## config.mk

```make
export PLATFORM = sky130hd
export DESIGN_NAME = pixel_plotter
export DESIGN_NICKNAME = d
export VERILOG_FILES = /design/src/rtl/pixel_plotter.sv
export SDC_FILE = /design/constraint.sdc
export NUM_CORES = 1
export LEC_CHECK = 0
export BUFFER_PORTS_ARGS = -buffer_cell sky130_fd_sc_hd__buf_2
export CELL_PAD_IN_SITES_DETAIL_PLACEMENT = 1
export CELL_PAD_IN_SITES_GLOBAL_PLACEMENT = 1
export CORE_MARGIN = 2
export CORE_UTILIZATION = 40
export CTS_CLUSTER_DIAMETER = 30
export DETAILED_ROUTE_END_ITERATION = 12
export GPL_TIMING_DRIVEN = 0
export PLACE_DENSITY = 0.78
export SETUP_SLACK_MARGIN = 0.02
export SYNTH_ARGS = -nofsm -noshare
export SYNTH_HDL_FRONTEND = slang
export SYNTH_SLANG_ARGS = --single-unit
```

## constraint.sdc

```tcl
create_clock -name clock -period 7.5 [get_ports clock]
set_input_delay 0.375 -clock clock [delete_from_list [all_inputs] [get_ports clock]]
set_output_delay 0.375 -clock clock [all_outputs]
set_load 0.01 [all_outputs]
```

## src/rtl/pixel_plotter.sv

```systemverilog
// -----------------------------------------------------------------------------
// pixel_plotter
//
// Consumer end of the renderer coordinate stream. Pixels (x, y, colour) arrive
// over a valid/ready handshake, are buffered in a small in-order FIFO, clipped
// against the visible screen, converted to a linear framebuffer address
// (y*SCREEN_W + x) and issued as framebuffer writes over a request/ready
// handshake. The FIFO decouples renderer stalls from memory stalls.
//
// Optional feature macro: PLOT_TRANSPARENCY_EN
//   When defined, adds parameter TRANSPARENT_KEY; visible pixels whose colour
//   equals the key are dropped (counted in clip_count) instead of written.
//
// Ports:
//   clock         in   system clock, all state on rising edge
//   resetn        in   asynchronous active-low reset
//   in_valid      in   renderer presents a pixel
//   in_x          in   pixel x   [X_BITS]
//   in_y          in   pixel y   [Y_BITS]
//   in_colour     in   pixel colour [COLOUR_BITS]
//   in_ready      out  plotter can accept (FIFO not full)
//   mem_we        out  framebuffer write request
//   mem_addr      out  write address [ADDR_BITS]
//   mem_data      out  write colour [COLOUR_BITS]
//   mem_ready     in   framebuffer accepts write on this edge when mem_we=1
//   clear_counts  in   synchronous clear of both counters
//   plot_count    out  completed writes (16 bit, wrapping)
//   clip_count    out  dropped pixels (16 bit, wrapping)
//   idle          out  FIFO empty and no write pending
// -----------------------------------------------------------------------------
module pixel_plotter #(
  parameter int unsigned X_BITS      = 8,
  parameter int unsigned Y_BITS      = 7,
  parameter int unsigned COLOUR_BITS = 3,
  parameter int unsigned SCREEN_W    = 160,
  parameter int unsigned SCREEN_H    = 120,
  parameter int unsigned ADDR_BITS   = 15,
  parameter int unsigned DEPTH       = 4
`ifdef PLOT_TRANSPARENCY_EN
  ,
  parameter logic [COLOUR_BITS-1:0] TRANSPARENT_KEY = {COLOUR_BITS{1'b0}}
`endif
) (
  input  logic                   clock,
  input  logic                   resetn,
  input  logic                   in_valid,
  input  logic [X_BITS-1:0]      in_x,
  input  logic [Y_BITS-1:0]      in_y,
  input  logic [COLOUR_BITS-1:0] in_colour,
  output logic                   in_ready,
  output logic                   mem_we,
  output logic [ADDR_BITS-1:0]   mem_addr,
  output logic [COLOUR_BITS-1:0] mem_data,
  input  logic                   mem_ready,
  input  logic                   clear_counts,
  output logic [15:0]            plot_count,
  output logic [15:0]            clip_count,
  output logic                   idle
);

  localparam int unsigned PTR_W = (DEPTH > 1) ? $clog2(DEPTH) : 1;
  localparam int unsigned PIX_W = X_BITS + Y_BITS + COLOUR_BITS;
  localparam logic [PTR_W:0] FULL_CNT = (PTR_W + 1)'(DEPTH);

  // FIFO storage and pointers
  logic [PIX_W-1:0]       fifo_mem_q [DEPTH];
  logic [PTR_W-1:0]       wr_ptr_q, wr_ptr_d;
  logic [PTR_W-1:0]       rd_ptr_q, rd_ptr_d;
  logic [PTR_W:0]         count_q, count_d;

  // Output register and counters
  logic                   mem_we_q, mem_we_d;
  logic [ADDR_BITS-1:0]   mem_addr_q, mem_addr_d;
  logic [COLOUR_BITS-1:0] mem_data_q, mem_data_d;
  logic [15:0]            plot_count_q, plot_count_d;
  logic [15:0]            clip_count_q, clip_count_d;

  // Handshake / datapath helpers
  logic                   full_s, empty_s;
  logic                   push_s, pop_s, out_free_s, write_done_s;
  logic                   visible_s, keep_s;
  logic [X_BITS-1:0]      head_x_s;
  logic [Y_BITS-1:0]      head_y_s;
  logic [COLOUR_BITS-1:0] head_c_s;

  assign full_s       = (count_q == FULL_CNT);
  assign empty_s      = (count_q == {(PTR_W + 1){1'b0}});
  // in_ready depends only on occupancy: no bypass when full, even if a pop
  // happens on the same edge.
  assign push_s       = in_valid & ~full_s;
  assign write_done_s = mem_we_q & mem_ready;
  // The output register can take a new pixel if empty or draining this edge.
  assign out_free_s   = ~mem_we_q | mem_ready;
  assign pop_s        = out_free_s & ~empty_s;

  assign {head_x_s, head_y_s, head_c_s} = fifo_mem_q[rd_ptr_q];

  assign visible_s = (32'(head_x_s) < SCREEN_W) && (32'(head_y_s) < SCREEN_H);
`ifdef PLOT_TRANSPARENCY_EN
  assign keep_s    = visible_s && (head_c_s != TRANSPARENT_KEY);
`else
  assign keep_s    = visible_s;
`endif

  // Pointer, occupancy, output-register and counter next-state logic
  always_comb begin
    wr_ptr_d     = wr_ptr_q;
    rd_ptr_d     = rd_ptr_q;
    count_d      = count_q;
    mem_we_d     = mem_we_q;
    mem_addr_d   = mem_addr_q;
    mem_data_d   = mem_data_q;
    plot_count_d = plot_count_q;
    clip_count_d = clip_count_q;

    if (push_s) begin
      wr_ptr_d = wr_ptr_q + {{(PTR_W - 1){1'b0}}, 1'b1};
    end else begin
      wr_ptr_d = wr_ptr_q;
    end

    if (pop_s) begin
      rd_ptr_d = rd_ptr_q + {{(PTR_W - 1){1'b0}}, 1'b1};
    end else begin
      rd_ptr_d = rd_ptr_q;
    end

    case ({push_s, pop_s})
      2'b10:   count_d = count_q + {{PTR_W{1'b0}}, 1'b1};
      2'b01:   count_d = count_q - {{PTR_W{1'b0}}, 1'b1};
      default: count_d = count_q;
    endcase

    // A kept pixel loads the register; a dropped pop or a finished write
    // with nothing to replace it empties it; otherwise it holds (stall).
    if (pop_s && keep_s) begin
      mem_we_d   = 1'b1;
      mem_addr_d = ADDR_BITS'(32'(head_y_s) * SCREEN_W + 32'(head_x_s));
      mem_data_d = head_c_s;
    end else if (out_free_s) begin
      mem_we_d   = 1'b0;
    end else begin
      mem_we_d   = mem_we_q;
    end

    // Clear wins over a same-edge increment.
    if (clear_counts) begin
      plot_count_d = 16'd0;
      clip_count_d = 16'd0;
    end else begin
      if (write_done_s) begin
        plot_count_d = plot_count_q + 16'd1;
      end else begin
        plot_count_d = plot_count_q;
      end
      if (pop_s && !keep_s) begin
        clip_count_d = clip_count_q + 16'd1;
      end else begin
        clip_count_d = clip_count_q;
      end
    end
  end

  // FIFO data storage (payload only, no reset needed)
  always_ff @(posedge clock) begin
    if (push_s) begin
      fifo_mem_q[wr_ptr_q] <= {in_x, in_y, in_colour};
    end
  end

  // Control/state registers with asynchronous reset
  always_ff @(posedge clock or negedge resetn) begin
    if (!resetn) begin
      wr_ptr_q     <= {PTR_W{1'b0}};
      rd_ptr_q     <= {PTR_W{1'b0}};
      count_q      <= {(PTR_W + 1){1'b0}};
      mem_we_q     <= 1'b0;
      mem_addr_q   <= {ADDR_BITS{1'b0}};
      mem_data_q   <= {COLOUR_BITS{1'b0}};
      plot_count_q <= 16'd0;
      clip_count_q <= 16'd0;
    end else begin
      wr_ptr_q     <= wr_ptr_d;
      rd_ptr_q     <= rd_ptr_d;
      count_q      <= count_d;
      mem_we_q     <= mem_we_d;
      mem_addr_q   <= mem_addr_d;
      mem_data_q   <= mem_data_d;
      plot_count_q <= plot_count_d;
      clip_count_q <= clip_count_d;
    end
  end

  assign in_ready   = ~full_s;
  assign idle       = empty_s & ~mem_we_q;
  assign mem_we     = mem_we_q;
  assign mem_addr   = mem_addr_q;
  assign mem_data   = mem_data_q;
  assign plot_count = plot_count_q;
  assign clip_count = clip_count_q;

endmodule

```

-- Yosys cells after proc, flatten, opt, wreduce, memory -nomap -nowiden
Memory sizes are Yosys's and may differ from the RTL's.
Cells that the tools add are included.
Widths: inputs -> output; s select.
- register bits after elaboration: 58
- RAM bits: 72
- input bits: 23
- word-level logic and storage cells: 48
- memories kept: 1
- memories (memory ; words ; width ; read ports ; clocked after memory_dff ; write ports ; line ; text):
    fifo_mem_q ; 4 ; 18 ; 1 ; 0 ; 1 ; 66 ; logic [PIX_W-1:0] fifo_mem_q [DEPTH];
- add/sub/neg operators: 7
- multipliers: 1
- $lt $le $gt $ge: 2
- equal/unequal tests: 3
- mux-type cells: 9
- bitwise operators: 8
- reductions and logical operators: 9
- operator list (operator ; number):
    $mux 16 ; 4
    $add 16x1->16 const B ; 2
    $add 15x8->15 ; 1
    $mul 7x3->10 const B ; 1
    $lt 8x8->1 const B ; 1
    $reduce_bool 2->1 ; 4
    $lt 7x7->1 const B ; 1
    $pmux 3 s2 ; 1
    $add 2x1->2 const B ; 2
    $and 1x1->1 ; 4
    $mux 1 ; 4
    $add 3x1->3 const B ; 1
    $eq 3x3->1 const B ; 1
    $logic_and 1x1->1 ; 3
    $logic_not 3->1 ; 1
    $not 1->1 ; 3
    $sub 3x1->3 const B ; 1
    $eq 2x1->1 const B ; 1
    $eq 2x2->1 const B ; 1
    $logic_not 1->1 ; 1
    $or 1x1->1 ; 1

-- Depth between registers and ports, before layout
Gate-level depths: netlist of the first run.
An unclocked memory read counts as a cell.
- depth in word-level cells: 7
- gate-level depth with buffers: 12
- mapped depth without buffers: 10

-- Worst setup path after synthesis of the first run
No wires, ideal clock.
- path type: reg2reg
- start point: reg rd_ptr_q[0]
- end point: reg mem_addr_q[13] (netlist: mem_addr[13])
- library setup time: 0.083 ns
- data arrival time: 3.204 ns
- required time: 7.417 ns
- slack: 4.213 ns
- cell stages (with the launch flop): 13
- cells stage by stage: dfrtp_1 > buf_6 > buf_2 > mux4_2 > ha_1 > ha_1 > fa_1 > a21o_1 > a21oi_1 > xnor2_1 > nand3_1 > xor2_1 > o21ai_0
- cells in the longest elaborated chain, start to end: 4
- elaborated cells between the ends (all ways): 7
- those cells by class: add/sub: 1; mul: 1; order compare: 2; reduce/logical: 2; memory: 1
- ends and longest elaborated chain (element ; line ; text):
    from (decl) ; 68 ; logic [PTR_W-1:0] rd_ptr_q, rd_ptr_d;
    from (signal assigned) ; 175 ; rd_ptr_q <= {PTR_W{1'b0}};
    from (signal assigned) ; 184 ; rd_ptr_q <= rd_ptr_d;
    $mem_v2 4x18 (*) ; n/a ;
    parallel branches: the longest is 3 deep, another holds $add 15x8->15 ; n/a ;
    to (signal assigned) ; 178 ; mem_addr_q <= {ADDR_BITS{1'b0}};
    to (signal assigned) ; 187 ; mem_addr_q <= mem_addr_d;
    to (decl) ; 73 ; logic [ADDR_BITS-1:0] mem_addr_q, mem_addr_d;
Every way passes the cells marked *.
A chain may end at the register's enable or synchronous reset.

-- Final worst setup path of the first run
- start point: reg rd_ptr_q[1]
- end point: reg mem_addr_q[13] (netlist: mem_addr[13])
The elaborated chain is that of the path after synthesis.

==> metrics.md, run 1 <==
| Metric | Value |
|---|---|
| Vias in the first global route | `3,892` |
| Share of power burned in the clock network | `between 20% and 30%` |
| Commonest non-fill, non-tap cell in the layout | `buf_2` |
| Chip width | `between 100 and 150 um` |
| Critical path arrival | `slightly above 4 ns` |
| Sw Share | `between 30% and 40%` |
| Drt wl/cell | `roughly 19 um` |
| Fin. Hold Viols | `0` |
| Setup ws final | `~3.8 ns` |
| Logic pwr share | `41.3%` |
| Starting Density | `between 40% and 50%` |
| Crit share post-route | `49.3%` |
| Commonest cells after routing, fill and taps aside | `buf_2 (77), edfxtp_1 (72), dfrtp_1 (58)` |
| GPL Wtd Cong | `about 0.75` |
| Design Power | `between 3000 and 4000 uW` |
| CTS tree | `built` |
| Pint | `2010 uW` |
| Buffers on Ports | `75` |
| Final setup fails | `0` |
| CTS Buf Count | `17` |
| Area of the mapped netlist | `5680 um^2` |
| Crit path time final | `about 3.7 ns` |
| Clock Skew | `approximately 0.0093 ns` |
| VDD IR max | `about 0.19 mV` |
| Sequential cell area fraction in the yosys report | `a little under two thirds` |
| I/O pin count | `76` |
| Final ANT Viol Nets | `0` |
| Final wirelength | `roughly 13,000 um` |
| Net switching power | `between 1000 and 1500 uW` |
| Chip height | `about 120 um` |
| RSZ-0062 raised after global routing | `false` |
| Library cells used by synthesis | `40` |
| H-tree levels | `4` |
| FF-to-FF Start | `rd_ptr_q[1]$_DFFE_PN0P_` |
| Clk pin slew, worst setup/hold paths | `~0.060 ns` |
| Mapped Cells | `390` |
| CP cell instances | `buf_2 -> clkbuf_1 -> mux4_2 -> ha_1 -> ha_1 -> fa_1 -> a21o_1 -> a21oi_1 -> xnor2_1 -> nand3_1 -> xor2_1 -> o21ai_0` |
| Max_slew headroom | `33.5%` |
| Iter 0 DRT Violations | `approximately 210` |
| Fillers | `about 1,400` |
| Number of synthesized flops with an enable pin | `just over 70` |
| Status | `complete, no violations` |
| Yosys reg bits | `130` |
| Drt pass-1 iters | `5` |
| Die area | `15,200 um^2` |
| Via count | `approximately 3,500` |
| Setup bufs post-CTS | `0` |
| Grt ovf | `0` |
| Post-synth ARST share | `between 40% and 50%` |
| HPWL after DPL | `roughly 9000 um` |
| Most frequent CP cell | `ha_1` |
| CP max-delay cell | `clkbuf_1` |
| Fmax | `roughly 270 MHz` |
| Crit end category | `flip-flop` |
| Post-cts repair resize count | `0` |
| Post-CTS Hold Fix Bufs | `0` |
| Setup_tns | `0 ns` |
| Critical Path Source | `rd_ptr_q[1]$_DFFE_PN0P_` |
| Place WS | `between 3 and 4 ns` |
| Fin cells | `around 680` |
| Share of power burned in registers | `32.6%` |
| Residual DRC | `0` |
| Leakage power | `0.00287 uW` |
| Synth Warn # | `0` |
| Delay of the slowest critical-path stage | `approximately 0.54 ns` |
| Pwr Density | `between 400 and 500 nW/um^2` |
| Critical path type | `flip-flop to flip-flop` |
| CTS max path bufs | `2` |
| Worst EP required | `7.83 ns` |
| Setup crit start kind | `flip-flop` |
| Gr usage total | `18.4%` |
| Root Buffer | `clkbuf_16` |
| Ys flop type | `edfxtp_1` |
| Largest net degree at the start of global routing | `59` |
| Hold Crit Class | `input port to async pin` |
| Syn_nets | `436` |
| First-pass GRT wire length | `20,500 um` |
| Via density per instance | `around 5.2` |
| Nets | `530` |
| Synthesized area per cell | `around 15 um^2` |
| Synth-to-Final Area Change | `20.8%` |
| Crit Path Max Fanout | `10` |
| Final Max Slew Viols | `0` |
| Share of cells above drive strength 1 | `28.0%` |
| Core footprint | `about 14,000 um^2` |
| Sink Count | `130` |
| Actual slew at the worst max-slew pin | `roughly 1.0 ns` |
| Worst skew pair latency | `~0.42 ns` |
| Initial antenna violation count | `0` |
| Placed Cells | `approximately 650` |
| # Max-Cap Violations | `0` |
| Num rows | `43` |
## registers in the layout, summed over array words and instances (netlist names)
signal and flops:
fifo_mem_q 72, clip_count 16, plot_count 16, mem_addr 15, count_q 3, mem_data 3, rd_ptr_q 2, wr_ptr_q 2
mem_we 1
## layout make-up
cell class | count | area, um^2 | share of cell area, %
flip-flops and latches | 130 | 3610 | 52.6
multi-input cells | 238 | 1970 | 28.7
clock buffers | 20 | 447 | 6.50
repair buffers | 75 | 378 | 5.50
well taps | 180 | 225 | 3.28
clock inverters | 12 | 133 | 1.93
plain buffers | 9 | 52.6 | 0.765
inverters | 13 | 48.8 | 0.710
diodes | 1 | 2.50 | 0.0364
## cells in the mapped netlist, types with 2 or more instances
cell,number,area (um^2)
edfxtp_1,72,2160
dfrtp_1,58,1450
nor2_1,33,124
nand2_1,25,93.8
xor2_1,25,219
ha_1,20,250
xnor2_1,17,149
o21ai_0,16,80.1
mux4_2,15,338
inv_1,13,48.8
nand3_1,13,65.1
a21oi_1,12,60.1
and3_1,8,50.1
mux2_2,8,90.1
nand4_1,8,50.1
or3_1,7,43.8
clkbuf_1,4,15.0
a21o_1,3,22.5
buf_2,3,15.0
fa_1,3,60.1
mux4_1,3,78.8
and4_1,2,17.5
buf_6,2,22.5
mux2i_1,2,20.0
nor2b_1,2,12.5
nor3_1,2,10.0
## worst paths after layout
path / end / slack (ns) / depth (start not counted)
worst max-delay path: mem_addr[13]$_DFFE_PN0P_ / 3.80 / 12
worst min-delay path: plot_count[9]$_DFFE_PN0P_ / 0.04 / 1
worst max register to register: mem_addr[13]$_DFFE_PN0P_ / 3.80 / 12
worst min register to register: mem_addr[7]$_DFFE_PN0P_ / 0.48 / 2
max in group asynchronous: rd_ptr_q[1]$_DFFE_PN0P_ / 6.91 / 1
min in group clock: fifo_mem_q[1][9]$_DFFE_PP_ / 0.18 / 1
## logic make-up (layout without fill, tap and decap cells)
| group | Yosys count | in the layout | share of synthesized area, % |
|---|---|---|---|
| simple gates | 106 | 106 | 9.18 |
| buf+inv | 22 | 129 | 1.78 |
| flops | 130 | 130 | 63.6 |
| other cells | 0 | 1 | 0 |
| fa+ha+maj | 23 | 23 | 5.46 |
| xor+xnor | 42 | 42 | 6.47 |
| compound gates | 38 | 38 | 4.01 |
| mux | 29 | 29 | 9.53 |
## worst max-delay path, delay by kind of cell (launching register included)
| kind | cells | cell delay [ns] |
|---|---|---|
| fa+ha+maj | 3 | 0.95 |
| buf+inv | 2 | 0.81 |
| compound gates | 3 | 0.56 |
| mux | 1 | 0.46 |
| xor+xnor | 2 | 0.38 |
| flops | 1 | 0.32 |
| simple gates | 1 | 0.14 |
## layer usage
metal / track usage (%) / wire length (um) / part of all wire (%) / vias to the layer above
li1: - / - / - / 1620
met2: 32.4 / 6580 / 52 / 86
met3: 4.38 / 575 / 4.5 / 16
met1: 21.8 / 5380 / 42 / 1806
met5: 0 / 0 / 0 / -
met4: 7.03 / 177 / 1.4 / 0
## power groups by stage
stage                     registers [uW]  logic, uW  clock network [uW]
final                               1010       1270                 804
after global placement              1000       1230                   0
after floorplan                     1020        936                   0
after detailed placement            1020       1280                   0
after global routing                1030       1420                 846
after CTS                           1010       1310                 818
## per-stage QoR
stage                     hold slack, ns  instance area, um^2  utilization (%)
after floorplan                   0.0794                 5680                -
after global placement             0.465                 6280             45.3
after detailed placement           0.469                 6280             45.3
after CTS                          0.155                 6860             49.5
final                             0.0447                 6870             49.5
after global routing               0.125                 6870             49.5
(Power assumes the default switching activity.)
==> run 2: changes to the inputs <==
- PLACE_DENSITY: 0.78 -> 0.8
- clock period: 7.5 -> 3.1 ns (I/O delays scaled with it)
==> run 2 against run 1 <==
Compared with the run above: critical path depth is 1 lower; register-to-register slack got worse by 3.7 ns; largest cell class unchanged; non-clock buffer count grew 30; setup slack worse by 3.7 ns; clock power grew to 2.7 times the previous value; maximum frequency is 24% higher; die area is the same; core utilization up 3.1 points; sequential share of layout area shrank 3.1 points; power grew to 2.7 times the previous value.
==> metrics.md, run 2 (synthesis gave the netlist of run 1 again) <==
| Metric | Value |
|---|---|
| I/O pin count | `76 (unchanged)` |
| Max reg flops | `72 (unchanged)` |
| Drt wl/cell | `18.8 um (was 18.7 um)` |
| Setup_tns | `0 ns (unchanged)` |
| Max_slew headroom | `31.6% (was 33.5%)` |
| Leakage power | `0.00305 uW (was 0.00287 uW)` |
| Largest Register | `fifo_mem_q (unchanged)` |
| FF-to-FF Start | `rd_ptr_q[0]$_DFFE_PN0P_ (was rd_ptr_q[1]$_DFFE_PN0P_)` |
| Commonest cells after routing, fill and taps aside | `buf_2 (75), edfxtp_1 (72), dfrtp_1 (58) (was buf_2 (77), edfxtp_1 (72), dfrtp_1 (58))` |
| Place WS | `-0.200 ns (was 3.81 ns)` |
| Crit end category | `flip-flop (unchanged)` |
| RSZ-0062 raised after global routing | `true (was false)` |
| Gr usage total | `19.3% (was 18.4%)` |
| Buffers on Ports | `75 (unchanged)` |
| Nets | `560 (was 530)` |
| Via density per instance | `5.17 (was 5.20)` |
| Antenna cells | `0 (was 1)` |
| Initial antenna violation count | `0 (unchanged)` |
| Critical path arrival | `3.29 ns (was 4.03 ns)` |
| Crit Path Max Fanout | `6 (was 10)` |
| # Max-Cap Violations | `0 (unchanged)` |
| Core footprint | `13,900 um^2 (unchanged)` |
| Drt pass-1 iters | `4 (was 5)` |
| CP cell instances | `buf_12 -> buf_12 -> mux4_2 -> ha_4 -> ha_4 -> fa_2 -> nand2_1 -> nor2_1 -> and3_1 -> xnor2_1 -> o21ai_0 (was buf_2 -> clkbuf_1 -> mux4_2 -> ha_1 -> ha_1 -> fa_1 -> a21o_1 -> a21oi_1 -> xnor2_1 -> nand3_1 -> xor2_1 -> o21ai_0)` |
| CTS max path bufs | `2 (unchanged)` |
| Setup ws final | `0.107 ns (was 3.80 ns)` |
| CTS Buf Count | `17 (unchanged)` |
| Fin. Hold Viols | `0 (unchanged)` |
| Share of power burned in registers | `29.8% (was 32.6%)` |
| Crit share post-route | `96.5% (was 49.3%)` |
| Die area | `15,200 um^2 (unchanged)` |
| Reg2reg path depth | `11 (was 12)` |
| Synth-to-Final Area Change | `28.5% (was 20.8%)` |
| Num rows | `43 (unchanged)` |
| CTS tree | `built (unchanged)` |
| Share of cells above drive strength 1 | `30.7% (was 28.0%)` |
| Worst EP required | `3.40 ns (was 7.83 ns)` |
| Actual slew at the worst max-slew pin | `1.03 ns (was 0.998 ns)` |
| Final wirelength | `13,300 um (was 12,700 um)` |
| Hold Crit Class | `input port to flip-flop (was input port to async pin)` |
| Chip height | `123 um (unchanged)` |
| Via count | `3,652 (was 3,528)` |
| GPL Wtd Cong | `0.746 (was 0.747)` |
| Largest net degree at the start of global routing | `59 (unchanged)` |
| Sw Share | `35.0% (about the same)` |
| Worst Hold Margin | `0.0389 ns (was 0.0447 ns)` |
| Worst skew pair latency | `0.43 ns (was 0.42 ns)` |
| Grt ovf | `0 (unchanged)` |
| Family with the most delay on the worst path | `adder cells (unchanged)` |
| Worst Hold Depth | `3` |
| Share of power burned in the clock network | `27.0% (was 26.1%)` |
| Logic pwr share | `43.2% (was 41.3%)` |
| Residual DRC | `0 (unchanged)` |
| Pwr Density | `1120 nW/um^2 (was 449 nW/um^2)` |
| VDD IR max | `0.734 mV (was 0.191 mV)` |
| Reg2Reg Setup Slack | `0.11 ns (was 3.80 ns)` |
| Starting Density | `41.0% (unchanged)` |
| Iter 0 DRT Violations | `170 (was 214)` |
| Root Buffer | `clkbuf_16 (unchanged)` |
| HPWL after DPL | `8990 um (was 8780 um)` |
| H-tree levels | `4 (unchanged)` |
| Worst Hold Path EP | `plot_count[1]$_DFFE_PN0P_` |
| First-pass GRT wire length | `21,400 um (was 20,500 um)` |
| Final ANT Viol Nets | `0 (unchanged)` |
| Net switching power | `2860 uW (was 1080 uW)` |
| Worst Path Buf+Inv | `2 (unchanged)` |
| RR Endpoint | `mem_addr[12]$_DFFE_PN0P_ (was mem_addr[13]$_DFFE_PN0P_)` |
| Crit path time final | `2.99 ns (was 3.70 ns)` |
| Fmax | `334 MHz (was 270 MHz)` |
| Clk pin slew, worst setup/hold paths | `0.06 ns (about the same)` |
| Vias in the first global route | `4,040 (was 3,892)` |
| Final setup fails | `0 (unchanged)` |
| Setup crit start kind | `flip-flop (unchanged)` |
| Critical path type | `flip-flop to flip-flop (unchanged)` |
| Design Power | `8170 uW (was 3080 uW)` |
| HP Start | `mem_ready` |
| Sink Count | `130 (unchanged)` |
| Chip width | `123 um (unchanged)` |
| Status | `complete, no violations (unchanged)` |
| CP max-delay cell | `fa_2 (was clkbuf_1)` |
| Clock Skew | `0.00772 ns (was 0.00932 ns)` |
| Final design utilization | `52.6% (was 49.5%)` |
| Pint | `5310 uW (was 2010 uW)` |
| Final Max Slew Viols | `0 (unchanged)` |
| Delay of the slowest critical-path stage | `0.57 ns (was 0.54 ns)` |
| Commonest non-fill, non-tap cell in the layout | `buf_2 (unchanged)` |
-- run 2: changes by cell type in the layout (fill, tap and decap cells not counted), sizes merged --
cell and delta:
clkbuf -3, clkinvlp -1, buf +10, inv +5, bufinv +2, dlygate4sd3 +20
diode -1, clkinv -3
-- run 2: routing by layer --
metal	GRT usage, %	vias up	part of all wire (%)
met5	0	-	0
met4	7.95	0	2.1
met3	6.13	25	5.1
met2	34.8	100	53
met1	20.9	1853	39
li1	-	1674	-
-- run 2: worst max path at each step --
stage / start / to / slack (ns) / cells after the start
6_report: rd_ptr_q[0]$_DFFE_PN0P_ / mem_addr[12]$_DFFE_PN0P_ / 0.11 / 11
5_1_grt: rd_ptr_q[0]$_DFFE_PN0P_ / mem_addr[14]$_DFFE_PN0P_ / -0.04 / 11
4_1_cts: rd_ptr_q[0]$_DFFE_PN0P_ / mem_addr[12]$_DFFE_PN0P_ / 0.05 / 11
3_5_place_dp: rd_ptr_q[0]$_DFFE_PN0P_ / mem_addr[13]$_DFFE_PN0P_ / -0.20 / 12
3_3_place_gp: rd_ptr_q[0]$_DFFE_PN0P_ / mem_addr[14]$_DFFE_PN0P_ / -0.17 / 12
2_1_floorplan: rd_ptr_q[0]$_DFFE_PN0P_ / mem_addr[14]$_DFFE_PN0P_ / 0.06 / 12
-- run 2: final cells by class --
type / count / area (um^2)
repair buffers: 105 / 653
clock buffers: 17 / 425
well taps: 180 / 225
flip-flops and latches: 130 / 3610
fillers: 1399 / 6580
multi-input cells: 238 / 2030
inverters: 13 / 48.8
plain buffers: 9 / 88.8
clock inverters: 15 / 223
-- run 2: power by group through the flow --
stage | Clock [uW] | Sequential [uW] | Combinational (uW)
CTS | 2250 | 2440 | 3450
global route | 2330 | 2470 | 3940
finish | 2210 | 2430 | 3530
global placement | 0 | 2420 | 3040
detailed placement | 0 | 2470 | 3190
floorplan | 0 | 2480 | 2340
-- run 2: stage by stage --
stage / std cells / instance area [um^2]
finish: 707 / 7300
detailed placement: 645 / 6310
global route: 707 / 7300
global placement: 645 / 6310
CTS: 705 / 7260
floorplan: 390 / 5710
-- run 2: what timing repair did --
action,CTS,global route
hold buffers,19,1
buffers inserted,9,1
resized for setup,11,3
pin swaps,5,3
endpoints found under the setup margin,5,3
hold endpoints to repair,74,58
-- run 2: worst min-delay path, stage by stage --
cell	delay, ns
buf_2	0.13
nand3_1	0.09
a21oi_1	0.05
